[config.mk]
export PLATFORM = sky130hd
export DESIGN_NAME = writeback_unit
export DESIGN_NICKNAME = d
export VERILOG_FILES = /design/src/rtl/writeback_unit_pkg.sv /design/src/rtl/wb_fifo.sv /design/src/rtl/writeback_unit.sv
export SDC_FILE = /design/constraint.sdc
export NUM_CORES = 1
export LEC_CHECK = 0
export CORE_MARGIN = 10
export CORE_UTILIZATION = 28
export CTS_CLUSTER_SIZE = 24
export DETAILED_ROUTE_END_ITERATION = 16
export SLEW_MARGIN = 30
export SYNTH_ARGS = -nofsm -noshare
export SYNTH_HDL_FRONTEND = slang
export SYNTH_SLANG_ARGS = --single-unit
[constraint.sdc]
create_clock -name clk -period 7.2 [get_ports clk]
set_input_delay 1.44 -clock clk [delete_from_list [all_inputs] [get_ports clk]]
set_output_delay 1.44 -clock clk [all_outputs]
set_load 0.05 [all_outputs]
[src/rtl/writeback_unit_pkg.sv]
// Shared types and constants for the writeback unit and its result FIFO.
// The optional bypass path is enabled by defining WB_BYPASS_EN.
package writeback_unit_pkg;

    localparam logic [4:0] ZERO_REG = 5'd31;
    localparam int         WB_DEPTH = 2;

    typedef struct packed {
        logic        we;
        logic [4:0]  rd;
        logic [63:0] data;
    } wb_entry_t;

    // A queued entry blocks a reader of q only if it will really write q.
    function automatic logic entry_match(input wb_entry_t e, input logic vld,
                                         input logic [4:0] q);
        return vld && e.we && (e.rd == q) && (q != ZERO_REG);
    endfunction

endpackage

[src/rtl/wb_fifo.sv]
// Two-entry result FIFO: storage, wrapping pointers, occupancy count, full/empty.
// Exposes the oldest (head) and youngest entries for write-port and bypass use.
module wb_fifo
    import writeback_unit_pkg::*;
(
    input  logic      clk,
    input  logic      reset,
    input  logic      push,
    input  logic      pop,
    input  wb_entry_t push_entry,
    output wb_entry_t head_entry,
    output wb_entry_t young_entry,
    output logic      full,
    output logic      empty
);

    localparam logic [1:0] FULL_CNT = 2'(WB_DEPTH);

    wb_entry_t  mem [WB_DEPTH];
    logic       wr_ptr;
    logic       rd_ptr;
    logic [1:0] count;

    assign full        = (count == FULL_CNT);
    assign empty       = (count == 2'd0);
    assign head_entry  = mem[rd_ptr];
    // Only meaningful when full: the second entry then sits opposite the head.
    assign young_entry = mem[~rd_ptr];

    always_ff @(posedge clk or posedge reset) begin
        if (reset) begin
            mem[0] <= '0;
            mem[1] <= '0;
            wr_ptr <= 1'b0;
            rd_ptr <= 1'b0;
            count  <= 2'd0;
        end else begin
            if (push) begin
                mem[wr_ptr] <= push_entry;
                wr_ptr      <= ~wr_ptr;
            end
            if (pop) begin
                rd_ptr <= ~rd_ptr;
            end
            count <= count + {1'b0, push} - {1'b0, pop};
        end
    end

endmodule

[src/rtl/writeback_unit.sv]
// Writeback stage: buffers MEM results in a 2-entry FIFO, drives the regfile
// write port from the head, and answers hazard/bypass queries. Bypass muxes are
// built only when WB_BYPASS_EN is defined.
module writeback_unit
    import writeback_unit_pkg::*;
(
    input  logic        clk,
    input  logic        reset,
    input  logic        in_valid,
    output logic        in_ready,
    input  logic        in_regwrite,
    input  logic [4:0]  in_rd,
    input  logic [63:0] in_data,
    input  logic        wr_hold,
    output logic        RegWrite,
    output logic [4:0]  WriteRegister,
    output logic [63:0] WriteData,
    input  logic [4:0]  q_reg1,
    input  logic [4:0]  q_reg2,
    output logic        busy1,
    output logic        busy2,
    output logic        byp_hit1,
    output logic        byp_hit2,
    output logic [63:0] byp_data1,
    output logic [63:0] byp_data2
);

    // Handshake: a result is taken on a rising edge when in_valid && in_ready;
    // a full FIFO still accepts when its head retires in the same cycle.
    logic      push;
    logic      pop;
    logic      full;
    logic      empty;
    wb_entry_t in_entry;
    wb_entry_t head;
    wb_entry_t young;

    assign pop      = !empty && !wr_hold;
    assign in_ready = !full || pop;
    assign push     = in_valid && in_ready;
    assign in_entry = '{we: in_regwrite, rd: in_rd, data: in_data};

    wb_fifo u_fifo (
        .clk         (clk),
        .reset       (reset),
        .push        (push),
        .pop         (pop),
        .push_entry  (in_entry),
        .head_entry  (head),
        .young_entry (young),
        .full        (full),
        .empty       (empty)
    );

    assign RegWrite      = pop && head.we && (head.rd != ZERO_REG);
    assign WriteRegister = empty ? 5'd0  : head.rd;
    assign WriteData     = empty ? 64'd0 : head.data;

    logic m1_old, m1_young, m2_old, m2_young;

    assign m1_old   = entry_match(head,  !empty, q_reg1);
    assign m1_young = entry_match(young, full,   q_reg1);
    assign m2_old   = entry_match(head,  !empty, q_reg2);
    assign m2_young = entry_match(young, full,   q_reg2);

    assign busy1 = m1_old || m1_young;
    assign busy2 = m2_old || m2_young;

`ifdef WB_BYPASS_EN
    // The youngest matching entry is the value the register will finally hold.
    assign byp_hit1  = busy1;
    assign byp_hit2  = busy2;
    assign byp_data1 = m1_young ? young.data : (m1_old ? head.data : 64'd0);
    assign byp_data2 = m2_young ? young.data : (m2_old ? head.data : 64'd0);
`else
    logic unused_young_data;
    assign unused_young_data = ^young.data;
    assign byp_hit1  = 1'b0;
    assign byp_hit2  = 1'b0;
    assign byp_data1 = 64'd0;
    assign byp_data2 = 64'd0;
`endif

endmodule

Word-level counts from Yosys, hierarchy flattened
Index checks and enable logic that the tools add are counted.

word-level totals
  flip-flop bits (word level) = 144
  bits in latches = 0
  memory bits (writable) = 0
  ROM bits = 0
  input bits = 84
  output and inout port bits = 203
  word-level logic and storage cells = 61
  memories kept = 0

cells by class
  $add $sub $neg = 2
  $mul = 0
  divide/modulo/power cells = 0
  order comparisons = 4
  equality and inequality tests = 8
  shift-type cells = 0
  muxes and demuxes = 11
  bitwise operators = 5
  reduce and logical (&&, ||, !) cells = 22

operators with widths
  operator                                                                      number
  70-bit two-way mux                                                            7
  140-bit bitwise mux                                                           1
  70-bit demux with 1-bit select                                                1
  64-bit two-way mux                                                            1
  5-bit == test                                                                 4
  1-bit logical AND                                                             15
  5-bit != test, second input constant                                          3
  2-bit greater-or-equal comparator, second input constant                      3
  1-bit NOT with 2-bit output                                                   3
  5-bit two-way mux                                                             1
  1-bit logical NOT                                                             3
  1-bit logical OR                                                              3
  2-bit by 1-bit adder with 2-bit output                                        1
  2-bit == test, second input constant                                          1
  2-bit logical NOT                                                             1
  2-bit by 1-bit less-than comparator with 1-bit output, second input constant  1
  1-bit NOT                                                                     2
  2-bit by 1-bit subtractor with 2-bit output                                   1

Logic depth before layout (Yosys ltp)
Gate-level depths: netlist of the first run.

  depth in word-level cells = 9
  gate-level depth with buffers = 7
  mapped depth without buffers = 7

By module
From an unflattened synthesis of the first run, not the netlist that was laid out.

second synthesis, totals
  cell total of the unflattened synthesis = 718
  area, all modules = 9,243.9 sq um

modules (own cells, without submodules)
  module          instances  cells each  area an instance (sq um)  sequential area each (sq um)
  wb_fifo         1          468         7,497.2                   3,603.5
  writeback_unit  1          250         1,746.7                   0.0

Worst setup path after synthesis of the first run
OpenSTA, ideal clock, no wires.

  path type = input -> output
  start = input port wr_hold
  end = output port RegWrite
  arrival = 2.995 ns
  data required time = 5.760 ns
  slack = 2.765 ns
  stages = 1
  buffers on the path = 0
  cell sequence = nor4_1

between the ends
  longest elaborated chain between the ends = 4

RTL lines
  what                            line                  text
  start, declared                 writeback_unit.sv:14  input logic wr_hold,
  1-bit logical NOT               writeback_unit.sv:38  assign pop = !empty && !wr_hold;
  1-bit logical AND               writeback_unit.sv:38
  1-bit logical AND (2 in a row)  writeback_unit.sv:55  assign RegWrite = pop && head.we && (head.rd != ZERO_REG);
  end, declared                   writeback_unit.sv:15  output logic RegWrite,

No other way between the ends.

Final worst setup path of the first run
  start = input port q_reg2[4]
  end = output port busy2

between the ends
  longest elaborated chain between the ends = 4
  elaborated cells on any way between the ends = 8
  classes of those cells = eq/ne (3); reduce/logical (5)

RTL lines
  what                            line                      text
  start, declared                 writeback_unit.sv:19      input logic [4:0] q_reg2,
  5-bit == test                   writeback_unit_pkg.sv:17  return vld && e.we && (e.rd == q) && (q != ZERO_REG);
  1-bit logical AND (2 in a row)  writeback_unit_pkg.sv:17
  1-bit logical OR *              writeback_unit.sv:67      assign busy2 = m2_old || m2_young;
  end, declared                   writeback_unit.sv:21      output logic busy2,

Every way passes the cells marked *; elsewhere a longest branch is shown, timed or not.

==> flow_metrics.tcl, run 1 <==
set metrics [dict create \
    final.min_clock_period_ns 4.92 \
    worst_slew_margin_rel_pct 43.7 \
    hold_class "reg -> reg" \
    drt_iter0_markers 195 \
    layout_commonest_cell "clkdlybuf4s50_1" \
    grt_overflow 0 \
    critPathCaptureType "primary output" \
    grt_max_degree 88 \
    yosys_warnings 0 \
    post_cts_buffers 0 \
    start_util_pct 28.2 \
    reg2reg_from "u_fifo.count[1]" \
    synth.top_cell.area_share_pct 44.7 \
    cts-root-buf "clkbuf_16" \
    cts_tree "done" \
    grt.total_usage_pct 11.3 \
    layout-drive-gt1-share_pct 23.0 \
    hold_viol 0 \
    die_area_um2 36000 \
    clk_latency_ns 0.42 \
    vias_per_cell 4.08 \
    r2r_setup_slack_ns 4.54 \
    setup-violations-final 0 \
    cts_hold_buf 0 \
    fp-row-count 62 \
    hpwl_mm 14.3 \
    yosys.area.top_type "dfrtp_1" \
    grt_pass1_wl_mm 32.1 \
    area_growth_pct 25.1 \
    ff_latch_area_um2 3610 \
    status "complete, no violations" \
    path_buf_inv 2 \
    multi_input_area_um2 3760 \
    ys.flop_type "dfrtp_1" \
    netlist_instances 649 \
    cts.sinks 144 \
    final_nets 884 \
    cts_buffer_depth 2 \
    reg2reg_depth 6 \
    critPathMaxFanout 3 \
    fin_setup_tns_ns 0 \
    ctsHtreeMaxLevel 4 \
    port_buffers 156 \
    cts_made_buffers 17 \
    crit_slowest_cell "clkdlybuf4s50_1" \
    synth-edff-count 0 \
    place_congestion 0.739 \
    routedWlPerCell_um 17.0 \
    critical_path_class "in -> out" \
    nFillCells 2860 \
    ys_seq_area_share_pct 44.7 \
    crit_arrival_ns 3.48 \
    post-route-period-util_pct 68.3 \
    min_from "u_fifo.mem[11]" \
    routed-via-count 4871 \
    slew_viol_final 0 \
    r2r-end "u_fifo.mem[88]" \
    hold_end "u_fifo.mem[11]" \
    clock_skew_ns 0.00863 \
    die_h_um 190 \
    rsz0062_at_grt "no" \
    synth_cell_types 25 \
    coreArea_um2 28500 \
    ant_nets 0 \
    first_global_vias 5469 \
    die_x_um 190 \
    worst_slew_pin_slew_ns 0.844 \
    syn_area_per_cell_um2 12.4 \
    drcViolationCount 0 \
    antenna_found_initial 0 \
    fmax_mhz 203 \
    drtPass1Iterations 4 \
    start_kind "input pin" \
    async_reset_ff_share_pct 100 \
    num_io_pins 287 \
    clkTransAtPathRegs_ns 0.06 \
    crit_path_frequent_cell "clkdlybuf4s50_1" \
    cap_viol_max_count 0 \
    netlist_top_cells_area "dfrtp_1, mux2_4, buf_4, mux2_2, mux2i_1" \
    yosys_register_bits 144 \
    path_cells "clkdlybuf4s50_1 -> xnor2_1 -> nor4_1 -> nand4_1 -> o21ai_0 -> clkdlybuf4s50_1" \
    dpl.cell_count 1163 \
    cp_top_family "buffers and inverters" \
    synth_area_um2 8060 \
    whs_path_depth 1 \
    cp.required_ns 5.76 \
    critical_path.max_stage_delay_ns 0.84 \
    stdcell_count 1194 \
    cts-resized-gates 0 \
    routed_wl_mm 20.4 \
    layout_common_cells "clkdlybuf4s50_1, dfrtp_1, conb_1, mux2i_1" \
    num_antenna_cells 0 \
]
==> logic make-up after synthesis <==
group,after synthesis,share of synthesized area [%]
mux,216,32.3
fa+ha+maj,2,0.310
simple gates,95,5.03
xor+xnor,23,2.50
other cells,1,0.0465
buf+inv,165,15.0
flops,144,44.7
compound gates,3,0.202
==> synth_stat cells, drive strengths merged (2+ instances only) <==
master,n
dfrtp,144
nor2,73
o21ai,2
mux2,141
nand3,3
ha,2
clkbuf,7
nand4,6
buf,154
nor4,4
xnor2,10
xor2,13
mux2i,75
inv,4
and3,2
nand2,5
==> registers in the layout, indices dropped and copies added, names as in the netlist <==
name / flops
u_fifo.count: 2
u_fifo.wr_ptr: 1
u_fifo.mem: 140
u_fifo.rd_ptr: 1
==> per-stage QoR <==
stage / hold slack (ns) / cell area [um2] / utilization (%) / worst slack, ns
after floorplan: 0.459 / 8550 / - / 1.89
after global placement: 0.486 / 9470 / 33.2 / 2.28
after detailed placement: 0.491 / 9470 / 33.2 / 2.25
after CTS: 0.507 / 10100 / 35.3 / 2.25
after global routing: 0.519 / 10100 / 35.3 / 2.22
final: 0.503 / 10100 / 35.3 / 2.28
==> metal layers <==
metal	vias up	wire [um]	track usage [%]
li1	2244	-	-
met1	2432	8550	13.2
met2	184	9610	18.4
met3	11	2040	5.47
met4	0	148	2.63
met5	-	0	0
==> area by class of cell <==
cell class	instances	area share, %
tap	384	4.76
sequential	144	35.8
timing repair buffer	162	15.9
clock buffer	18	4.35
inverter	4	0.198
multi-input combinational	469	37.3
clock inverter	13	1.74
==> worst register-to-register path: cells and delay by family, from the launching register on <==
| family | cells | cell delay (ns) |
|---|---|---|
| DFF | 1 | 0.43 |
| muxes | 1 | 0.40 |
| buffers and inverters | 1 | 0.57 |
| and+or+nand+nor | 4 | 1.15 |
==> worst max-delay path by stage <==
stage                          from         endpoint  slack (ns)  depth (start not counted)
after global placement    q_reg2[4]            busy2        2.28                          6
after CTS                 q_reg2[4]            busy2        2.25                          6
after detailed placement  q_reg2[4]            busy2        2.25                          6
after floorplan               reset  u_fifo.count[0]        1.89                          1
after global routing      q_reg2[4]            busy2        2.22                          6
final                     q_reg2[4]            busy2        2.28                          6
Power of run 1 is left out: the tool's default activity adds up to more than one toggle a clock period on the data nets, which glitch-free logic cannot reach.
==> run 2, diff against run 1 <==
==> constraint.sdc (replaced) <==
create_clock -name clk -period 4.12 [get_ports clk]
set_input_delay 0.824 -clock clk [delete_from_list [all_inputs] [get_ports clk]]
set_output_delay 0.824 -clock clk [all_outputs]
set_load 0.05 [all_outputs]
==> flow_metrics.tcl, run 2 (synthesis gave the netlist of run 1 again) <==
set metrics [dict create \
    routed-via-count 4903 \
    status "complete, no violations" \
    hold_class "reg -> reg" \
    grt_pass1_wl_mm 31.9 \
    antenna_found_initial 1 \
    min_from "u_fifo.mem[22]" \
    r2r-end "u_fifo.mem[104]" \
    critical_path_class "reg -> out" \
    critPathCapture "busy1" \
    cts_made_buffers 17 \
    path_cells "buf_4 -> mux2i_1 -> xor2_1 -> nand4_1 -> o21ai_0 -> clkdlybuf4s50_1" \
    drcViolationCount 0 \
    stdcell_count 1201 \
    hpwl_mm 14.4 \
    crit_arrival_ns 3.09 \
    num_antenna_cells 0 \
    grt.total_usage_pct 11.1 \
    cts.sinks 144 \
    reg2reg_depth 6 \
    setup-violations-final 0 \
    drt-met1-wl_mm 8.66 \
    crit_slowest_cell "clkdlybuf4s50_1" \
    dpl.cell_count 1169 \
    die_h_um 190 \
    clock_skew_ns 0.0152 \
    critPathMaxFanout 29 \
    grt_max_degree 68 \
    routed_wl_mm 20.1 \
    cap_viol_max_count 0 \
    layout-drive-gt1-share_pct 23.7 \
    clkTransAtPathRegs_ns 0.07 \
    drt_iter0_markers 157 \
    largest_reg_flops 140 \
    worstSetupStartpoint "u_fifo.rd_ptr" \
    cts-resized-gates 0 \
    ant_nets 0 \
    cp.required_ns 3.30 \
    final.min_clock_period_ns 3.92 \
    routedWlPerCell_um 16.8 \
    wl_met2_mm 9.08 \
    coreArea_um2 28500 \
    post_cts_buffers 0 \
    finalWorstSetupSlack_ns 0.201 \
    clk_latency_ns 0.42 \
    ctsHtreeMaxLevel 4 \
    met3WireLength_mm 2.12 \
    layout_commonest_cell "clkdlybuf4s50_1" \
    fmax_mhz 255 \
    num_io_pins 287 \
    regMostFlops "u_fifo.mem" \
    die_x_um 190 \
    final_nets 890 \
    fin_util_pct 35.6 \
    worst_slew_pin_slew_ns 0.793 \
    cts-root-buf "clkbuf_16" \
    r2r_setup_slack_ns 1.89 \
    area_growth_pct 26.1 \
    cp_top_family "buffers and inverters" \
    cts_buffer_depth 2 \
    dpl_worst_slack_ns 0.530 \
    fin_setup_tns_ns 0 \
    port_buffers 156 \
    critical_path.max_stage_delay_ns 0.82 \
    post-route-period-util_pct 95.1 \
    cts_hold_buf 0 \
    start_kind "flip-flop" \
    path_buf_inv 2 \
    start_util_pct 28.2 \
    cts_tree "done" \
    slew_viol_final 0 \
    layout_common_cells "clkdlybuf4s50_1, dfrtp_1, conb_1, mux2i_1" \
    reg_top3 "u_fifo.mem: 140 flops, u_fifo.count: 2 flops" \
    drtPass1Iterations 5 \
    worst_slew_margin_rel_pct 47.1 \
    grt_overflow 0 \
    critPathCaptureType "primary output" \
    fp-row-count 62 \
    first_global_vias 5428 \
    hold_viol 0 \
    reg2reg_from "u_fifo.count[1]" \
    place_congestion 0.789 \
    rsz0062_at_grt "no" \
    die_area_um2 36000 \
    crit_cells 6 \
    dr.max_layer_used "met5" \
    vias_per_cell 4.08 \
]
## run 2: worst min-delay path by stage
| stage | depth (start not counted) | endpoint | slack [ns] |
|---|---|---|---|
| 6_report | 1 | u_fifo.mem[22] | 0.50 |
| 5_1_grt | 1 | u_fifo.mem[27] | 0.51 |
| 4_1_cts | 1 | u_fifo.mem[34] | 0.51 |
| 3_5_place_dp | 1 | u_fifo.mem[85] | 0.49 |
| 3_3_place_gp | 1 | u_fifo.mem[27] | 0.49 |
| 2_1_floorplan | 2 | u_fifo.wr_ptr | 0.46 |
## run 2: through the flow
stage | hold slack, ns | instance area, um2
2_1_floorplan | 0.459 | 8550
3_3_place_gp | 0.486 | 9570
3_5_place_dp | 0.491 | 9570
4_1_cts | 0.508 | 10200
5_1_grt | 0.515 | 10200
6_report | 0.504 | 10200
## run 2: layer usage
metal	vias to the layer above	GRT usage, %
li1	2246	-
met1	2441	13.4
met2	202	17.2
met3	12	5.38
met4	2	3.02
met5	-	0
## run 2: layout make-up
type | count | area [um2]
Fill cell | 2804 | 18400
Multi-Input combinational cell | 469 | 3760
Sequential cell | 144 | 3610
Timing Repair Buffer | 168 | 1700
Tap cell | 384 | 480
Clock buffer | 19 | 453
Clock inverter | 13 | 151
Inverter | 4 | 18.8
## run 2: worst reg2reg max path, delay by kind of cell, from the launching register on
kind,cells,cell delay [ns]
muxes,1,0.33
buffers and inverters,1,0.38
DFF,1,0.44
and+or+nand+nor,4,0.95
Power of run 2 is left out for the same reason.
